[src/rtl/alu_pkg.sv]
// rtl/alu_pkg.sv - shared ALU opcodes, compare selects, FSM states and legality check
package alu_pkg;

    localparam logic [3:0] ALU_AND  = 4'b0000;
    localparam logic [3:0] ALU_OR   = 4'b0001;
    localparam logic [3:0] ALU_ADD  = 4'b0010;
    localparam logic [3:0] ALU_SUB  = 4'b0110;
    localparam logic [3:0] ALU_NOR  = 4'b1100;
    localparam logic [3:0] ALU_NAND = 4'b1101;
    localparam logic [3:0] ALU_COMP = 4'b0111;

    localparam logic [2:0] CMP_SLT  = 3'd0;
    localparam logic [2:0] CMP_SGT  = 3'd1;
    localparam logic [2:0] CMP_SLE  = 3'd2;
    localparam logic [2:0] CMP_SGE  = 3'd3;
    localparam logic [2:0] CMP_SNE  = 3'd4;
    localparam logic [2:0] CMP_SLTU = 3'd5;
    localparam logic [2:0] CMP_SEQ  = 3'd6;

    typedef enum logic [1:0] {
        ST_IDLE = 2'd0,
        ST_EXEC = 2'd1,
        ST_RESP = 2'd2
    } state_t;

    function automatic logic op_legal(input logic [3:0] ctrl, input logic [2:0] comp);
        case (ctrl)
            ALU_AND, ALU_OR, ALU_ADD, ALU_SUB, ALU_NOR, ALU_NAND: return 1'b1;
            ALU_COMP: return (comp != 3'b111);
            default:  return 1'b0;
        endcase
    endfunction

endpackage

[src/rtl/alu.sv]
// rtl/alu.sv - 32-bit combinational ALU with zero, carry and signed overflow flags
module alu
    import alu_pkg::*;
(
    input  logic        rst_n,
    input  logic [31:0] src1,
    input  logic [31:0] src2,
    input  logic [3:0]  ALU_control,
    input  logic [2:0]  comp,
    output logic [31:0] result,
    output logic        zero,
    output logic        cout,
    output logic        overflow
);

    logic [32:0] w_add;
    logic [32:0] w_sub;
    logic        w_lt;
    logic        w_ltu;
    logic        w_eq;
    logic        w_cond;
    logic [31:0] w_res;
    logic        w_cout;
    logic        w_ovf;

    assign w_add = {1'b0, src1} + {1'b0, src2};
    assign w_sub = {1'b0, src1} + {1'b0, ~src2} + 33'd1;
    assign w_lt  = $signed(src1) < $signed(src2);
    assign w_ltu = src1 < src2;
    assign w_eq  = src1 == src2;

    always_comb begin
        w_cond = 1'b0;
        case (comp)
            CMP_SLT:  w_cond = w_lt;
            CMP_SGT:  w_cond = !w_lt && !w_eq;
            CMP_SLE:  w_cond = w_lt || w_eq;
            CMP_SGE:  w_cond = !w_lt;
            CMP_SNE:  w_cond = !w_eq;
            CMP_SLTU: w_cond = w_ltu;
            CMP_SEQ:  w_cond = w_eq;
            default:  w_cond = 1'b0;
        endcase
    end

    always_comb begin
        w_res  = '0;
        w_cout = 1'b0;
        w_ovf  = 1'b0;
        case (ALU_control)
            ALU_AND:  w_res = src1 & src2;
            ALU_OR:   w_res = src1 | src2;
            ALU_NOR:  w_res = ~(src1 | src2);
            ALU_NAND: w_res = ~(src1 & src2);
            ALU_ADD: begin
                w_res  = w_add[31:0];
                w_cout = w_add[32];
                w_ovf  = (src1[31] == src2[31]) && (w_add[31] != src1[31]);
            end
            // cout on SUB is the carry of a + ~b + 1, i.e. 1 when no borrow
            ALU_SUB: begin
                w_res  = w_sub[31:0];
                w_cout = w_sub[32];
                w_ovf  = (src1[31] != src2[31]) && (w_sub[31] != src1[31]);
            end
            ALU_COMP: w_res = {31'd0, w_cond};
            default:  w_res = '0;
        endcase
    end

    assign result   = rst_n ? w_res : 32'd0;
    assign zero     = rst_n && (w_res == 32'd0);
    assign cout     = rst_n && w_cout;
    assign overflow = rst_n && w_ovf;

endmodule

[src/rtl/rr_arb2.sv]
// rtl/rr_arb2.sv - two-way round-robin grant, prio selects the winner on contention
module rr_arb2 (
    input  logic [1:0] req,
    input  logic       prio,
    output logic [1:0] gnt
);

    always_comb begin
        gnt = req;
        if (req == 2'b11) begin
            gnt = prio ? 2'b10 : 2'b01;
        end
    end

endmodule

[src/rtl/alu_arbiter.sv]
// rtl/alu_arbiter.sv - shares one ALU between two requesters, one op in flight
module alu_arbiter
    import alu_pkg::*;
#(
    parameter int   DATA_W  = 32,
    parameter logic RR_INIT = 1'b0
) (
    input  logic                clk,
    input  logic                rst_n,
    input  logic [1:0]          req_valid,
    output logic [1:0]          req_ready,
    input  logic [2*DATA_W-1:0] req_src1,
    input  logic [2*DATA_W-1:0] req_src2,
    input  logic [7:0]          req_ctrl,
    input  logic [5:0]          req_comp,
    output logic                rsp_valid,
    input  logic                rsp_ready,
    output logic                rsp_id,
    output logic [DATA_W-1:0]   rsp_result,
    output logic                rsp_zero,
    output logic                rsp_cout,
    output logic                rsp_overflow,
    output logic                rsp_err
);

    state_t              r_state;
    logic                r_prio;
    logic                r_id;
    logic                r_illegal;
    logic [DATA_W-1:0]   r_src1;
    logic [DATA_W-1:0]   r_src2;
    logic [3:0]          r_ctrl;
    logic [2:0]          r_comp;

    logic [1:0]          w_gnt;
    logic                w_gnt_id;
    logic [3:0]          w_sel_ctrl;
    logic [2:0]          w_sel_comp;
    logic [3:0]          w_alu_ctrl;
    logic [DATA_W-1:0]   w_result;
    logic                w_zero;
    logic                w_cout;
    logic                w_overflow;

    rr_arb2 u_arb (
        .req  (req_valid),
        .prio (r_prio),
        .gnt  (w_gnt)
    );

    // Ready is combinational from valid so a requester withdrawing in the grant cycle is never accepted
    assign req_ready  = (rst_n && r_state == ST_IDLE) ? w_gnt : 2'b00;
    assign w_gnt_id   = w_gnt[1];
    assign w_sel_ctrl = w_gnt_id ? req_ctrl[7:4] : req_ctrl[3:0];
    assign w_sel_comp = w_gnt_id ? req_comp[5:3] : req_comp[2:0];
    assign w_alu_ctrl = r_illegal ? ALU_AND : r_ctrl;

    alu u_alu (
        .rst_n       (rst_n),
        .src1        (r_src1),
        .src2        (r_src2),
        .ALU_control (w_alu_ctrl),
        .comp        (r_comp),
        .result      (w_result),
        .zero        (w_zero),
        .cout        (w_cout),
        .overflow    (w_overflow)
    );

    always_ff @(posedge clk or negedge rst_n) begin
        if (!rst_n) begin
            r_state      <= ST_IDLE;
            r_prio       <= RR_INIT;
            r_id         <= 1'b0;
            r_illegal    <= 1'b0;
            r_src1       <= '0;
            r_src2       <= '0;
            r_ctrl       <= '0;
            r_comp       <= '0;
            rsp_valid    <= 1'b0;
            rsp_id       <= 1'b0;
            rsp_result   <= '0;
            rsp_zero     <= 1'b0;
            rsp_cout     <= 1'b0;
            rsp_overflow <= 1'b0;
            rsp_err      <= 1'b0;
        end else begin
            case (r_state)
                ST_IDLE: begin
                    if (|w_gnt) begin
                        r_id      <= w_gnt_id;
                        r_src1    <= w_gnt_id ? req_src1[2*DATA_W-1:DATA_W] : req_src1[DATA_W-1:0];
                        r_src2    <= w_gnt_id ? req_src2[2*DATA_W-1:DATA_W] : req_src2[DATA_W-1:0];
                        r_ctrl    <= w_sel_ctrl;
                        r_comp    <= w_sel_comp;
                        r_illegal <= !op_legal(w_sel_ctrl, w_sel_comp);
                        r_prio    <= ~w_gnt_id;
                        r_state   <= ST_EXEC;
                    end
                end
                ST_EXEC: begin
                    rsp_valid    <= 1'b1;
                    rsp_id       <= r_id;
                    rsp_err      <= r_illegal;
                    rsp_result   <= r_illegal ? '0 : w_result;
                    rsp_zero     <= !r_illegal && w_zero;
                    rsp_cout     <= !r_illegal && w_cout;
                    rsp_overflow <= !r_illegal && w_overflow;
                    r_state      <= ST_RESP;
                end
                ST_RESP: begin
                    if (rsp_ready) begin
                        rsp_valid <= 1'b0;
                        r_state   <= ST_IDLE;
                    end
                end
                default: r_state <= ST_IDLE;
            endcase
        end
    end

endmodule
[config.mk]
export PLATFORM = sky130hd
export DESIGN_NAME = alu_arbiter
export DESIGN_NICKNAME = d
export VERILOG_FILES = /design/src/rtl/alu_pkg.sv /design/src/rtl/alu.sv /design/src/rtl/rr_arb2.sv /design/src/rtl/alu_arbiter.sv
export SDC_FILE = /design/constraint.sdc
export NUM_CORES = 1
export LEC_CHECK = 0
export ABC_AREA = 1
export CAP_MARGIN = 20
export CORE_AREA = 2 2 183 113
export CTS_CLUSTER_DIAMETER = 120
export DETAILED_ROUTE_END_ITERATION = 12
export DIE_AREA = 0 0 185 115
export HOLD_SLACK_MARGIN = 0.15
export PLACE_DENSITY = 0.86
export SKIP_LAST_GASP = 1
export SYNTH_ARGS = -nofsm -noshare
export SYNTH_HDL_FRONTEND = slang
export SYNTH_SLANG_ARGS = --single-unit
[constraint.sdc]
create_clock -name clk -period 5.4 [get_ports clk]
set_input_delay 0.54 -clock clk [delete_from_list [all_inputs] [get_ports clk]]
set_output_delay 0.54 -clock clk [all_outputs]
set_load 0.1 [all_outputs]
; ---- Yosys cells after proc, flatten, opt, wreduce, memory -nomap -nowiden
; Cells that the tools add are included.
[word_totals]
register_bits = 114
word_cells = 103
input_bits = 147
out_inout_bits = 40
[op_classes]
n_eq_ne = 29
bitwise = 6
n_mux = 22
n_addsub = 3
n_reduce_logical = 26
order_cmp = 2
[op_table]
columns = cell, n
row1 = $pmux 32 s7, 1
row2 = $mux 32, 4
row3 = $not 32->32, 3
row4 = $add 32x32->33, 2
row5 = $lt 32x32->1, 2
row6 = $add 33x1->33 const B, 1
row7 = $and 32x32->32, 1
row8 = $eq 32x32->1, 1
row9 = $logic_not 32->1, 1
row10 = $or 32x32->32, 1
row11 = $eq 4x3->1 const B, 4
row12 = $eq 4x4->1 const B, 4
row13 = $logic_and 1x1->1, 10
row14 = $mux 2, 5
row15 = $eq 3x3->1 const B, 3
row16 = $eq 4x1->1 const B, 2
row17 = $eq 4x2->1 const B, 2
row18 = $logic_not 4->1, 2
row19 = $mux 4, 2
row20 = $pmux 1 s2, 4
row21 = $pmux 1 s7, 1
row22 = $eq 3x2->1 const B, 2
row23 = $pmux 2 s3, 1
row24 = $reduce_and 2->1, 3
row25 = other kinds (18), 26

; ---- Logic depth before layout (Yosys ltp)
[logic_depth]
ltp_word = 9
mapped_depth = 23
ltp_nobuf = 23

; ---- Hierarchy
; Synthesis repeated with hierarchy kept, for this count alone.
[unflattened]
cells_unflattened = 2001
area_unflattened_um2 = 12269.3
[modules_own_cells]
columns = module, instances, area_each_um2, cells_each, seq_area_each_um2
row1 = alu, 1, 7260.7, 1455, 0.0
row2 = alu_arbiter, 1, 4987.3, 541, 2852.7
row3 = rr_arb2, 1, 21.3, 5, 0.0

; ---- Worst setup path after synthesis
; Ideal clock, no wire load.
[synth_timing]
kind = input port to output port
startpoint = input rst_n
endpoint = output req_ready[0]
t_required_ns = 4.860
path_stages = 2
n_path_buf = 0
t_arrival_ns = 5.275
path_slack_ns = -0.415
cell_sequence = inv_1 > a2111oi_0
[synth_via]
elab_chain_cells = 2
[synth_lines]
columns = item, line
row1 = from (decl), alu_arbiter.sv:9  ; input logic rst_n,
row2 = $logic_and 1x1->1, alu_arbiter.sv:52  ; assign req_ready = (rst_n && r_state == ST_IDLE) ? w_gnt : 2'b00;
row3 = $mux 2, alu_arbiter.sv:52
row4 = to (decl), alu_arbiter.sv:11  ; output logic [1:0] req_ready,
; Every way passes these cells.

; ---- Worst setup path in the final report
[layout_timing]
startpoint = register r_state[1]
endpoint = output req_ready[0]
[layout_via]
elab_chain_cells = 3
[layout_lines]
columns = item, line
row1 = from (decl), alu_arbiter.sv:26  ; state_t r_state;
row2 = from (signal assigned), alu_arbiter.sv:72  ; r_state <= ST_IDLE;
row3 = from (signal assigned), alu_arbiter.sv:98  ; r_state <= ST_EXEC;
row4 = from (signal assigned), alu_arbiter.sv:109  ; r_state <= ST_RESP;
row5 = $logic_not 2->1, alu_arbiter.sv:52
row6 = $logic_and 1x1->1, alu_arbiter.sv:52
row7 = $mux 2, alu_arbiter.sv:52
; Every way passes these cells.

==> summary.txt <==
Top Ports - 187
TritonCTS clock tree - built
FF-to-FF Start - r_src1[2]
initial antenna violation count - 2
drc violations - 0
post-CTS setup buffer count - 0
Num CTS Buffers - 17
cell accounting for the most synthesized area - dfrtp_1
Root Driver - clkbuf_16
Synth area leaders - dfrtp_1 (25%), nand2_1 (16%), nand3_1 (11%)
fin crit period - 3.43 ns
vias - 13598
clock insertion delay at the later pin of the skew report - 0.44 ns
YS warnings - 0
final WL - 43600 microns
nets - 2233
IO buf count - 186
Core Rows - 40
die height - 115 microns
Die Width - 185 microns
#FFs+latches synth - 114
drt pass-1 iters - 6
final worst clock skew - 0.0133 ns
# hold bufs at CTS - 0
largest net degree at the start of global routing - 160
per-cell routed wire length - 19.2 microns
critical path class - reg2out
Total Neg Setup Slack - 0 ns
Core ar. - 0.0196 sq mm
Mapped Avg Cell Area - 6.26 sq um
Syn Nets - 2098
crit path from - r_state[1]
H-Tree Depth - 4
GPL Wtd Cong - 1.08
Arr. time, crit path - 2.89 ns
total grt overflow - 0
post-CTS sizing - 0
share of layout cells above drive strength 1 - 4.15%
Yosys top cell area share - 24.6%
vias per cell - 5.98
Max Clock Freq - 0.291 GHz
Fin. Hold Viols - 0
fill cell count - 1583
Cells after Synth - 1853
RSZ-0062 raised after global routing - false
worst path required time - 4.86 ns
Post-DP HPWL - 34500 microns
status - complete, no violations
Unique masters post-synth - 45
CP Capture Type - primary output
CTS clk-pin slew, worst paths - 0.06 ns
Routed Antenna Nets - 0
first-pass GRT wire length - 65900 microns
number of global-route vias before repair - 11977
area of the mapped netlist - 0.0116 sq mm
Area growth syn-to-layout - 22.4%
MaxCap Viol Count - 0
period utilization - 63.6%
Final setup viols - 0
maximum buffer depth of the clock tree - 2
Max-slew headroom - 19.9%
GRT Overall Usage - 41.0%
DRT iter0 DRCs - 1764
Critical Path Start Type - register
sequential share of the synthesized area - 24.6%
clock tree sinks - 114
CP max FO - 4
Starting Density - 59.1%
Worst Tran Pin Value - 1.17 ns
max-slew violations - 0
DIE AREA - 0.0213 sq mm
Tightest Hold Check Type - in2async
==> cell type report <==
type	instances	area, sq um	share of cell area, %
multi-input cells	1386	7370	51.9
clock inverters	8	149	1.05
well taps	273	342	2.41
clock buffers	23	498	3.51
repair buffers	196	1950	13.8
inverters	273	1030	7.25
diodes	1	2.50	0.0176
flip-flops and latches	114	2850	20.1
==> path summary, 6_finish.rpt <==
path                                   to  slack, ns  cells after the start
max in group asynchronous      r_src1[19]       3.91                      3
hold reg to reg            rsp_result[27]       0.48                      2
setup reg to reg                 rsp_zero       2.02                     17
setup / recovery             req_ready[0]       1.97                      4
hold / removal              rsp_result[8]       0.27                      2
min in group clk           rsp_result[27]       0.48                      2
==> flip-flops by register name, summed over array words and instances, names as in the netlist, 2 cells and up <==
name,cells
r_src1,32
rsp_result,32
r_src2,32
r_ctrl,4
r_comp,3
r_state,2
==> cells in the final DEF (no fill, tap or decap), drive strengths merged, types with 23 or more instances in the layout <==
cell type      synthesis  final
nand4                 31     31
nand2                494    494
nand3                264    264
ha                    96     96
clkbuf                43     23
dfrtp                114    114
a21oi                 78     78
clkdlybuf4s50          0    185
inv                  271    271
o211ai                79     79
o21ai                 96     96
nor2                 163    163
==> layer usage <==
metal	wire length [microns]	GRT usage, %	vias up	share of wire, %
li1	-	-	6337	-
met1	19700	61.9	6226	45
met2	15900	53.0	931	37
met3	6840	16.4	100	16
met4	966	9.79	4	2.2
met5	93	2.89	-	0.21
==> critical path, stage by stage, from the launching register on <==
cell and delay (ns):
dfrtp_1 0.42, nor2_1 0.44, inv_1 0.12, a2111oi_1 0.27, clkdlybuf4s50_1 1.20
==> cells in the mapped netlist (all sizes together) <==
cell type  instances
dfrtp            114
o21a               4
xor2               2
nor2             163
o221ai             1
nand2b             1
o21bai            15
clkinv             2
inv              271
mux2i              2
o22ai              1
nor4               1
and2               2
a21o               3
nand2            494
nor3              21
nand3            264
fa                 2
or2                1
o21ai             96
nand4             31
xnor2              1
buf               37
a2111oi            2
nand3b             4
o211ai            79
o2111a             1
a211oi             1
a31oi              2
ha                96
clkbuf            43
a21oi             78
a21boi             1
a22o              16
o31ai              1
==> cells by family (layout without fill, tap and decap cells) <==
group / count (synthesis) / count (layout) / synth area share [%]
multiplexers: 2 / 2 / 0.173
other: 0 / 1 / 0
flip-flops: 114 / 114 / 24.6
buffers and inverters: 353 / 500 / 12.0
adder cells (fa/ha/maj): 98 / 98 / 10.7
AND/OR/NAND/NOR: 982 / 982 / 36.2
AO/OA/AOI/OAI: 301 / 301 / 16.1
XOR/XNOR: 3 / 3 / 0.227
==> per-stage QoR <==
stage / cells / hold WS [ns] / cell area (sq um) / util [%] / setup WS [ns]
finish: 2274 / 0.271 / 14200 / 72.4 / 1.97
global placement: 2241 / 0.460 / 13500 / 68.9 / 2.21
global route: 2273 / 0.347 / 14200 / 72.4 / 1.86
detailed placement: 2241 / 0.469 / 13500 / 68.9 / 2.03
floorplan: 1853 / 0.244 / 11600 / - / 0.940
CTS: 2272 / 0.309 / 14200 / 72.2 / 2.00
Power is left out: the tool's default activity adds up to more than one toggle a clock period on the data nets, which glitch-free logic cannot reach.
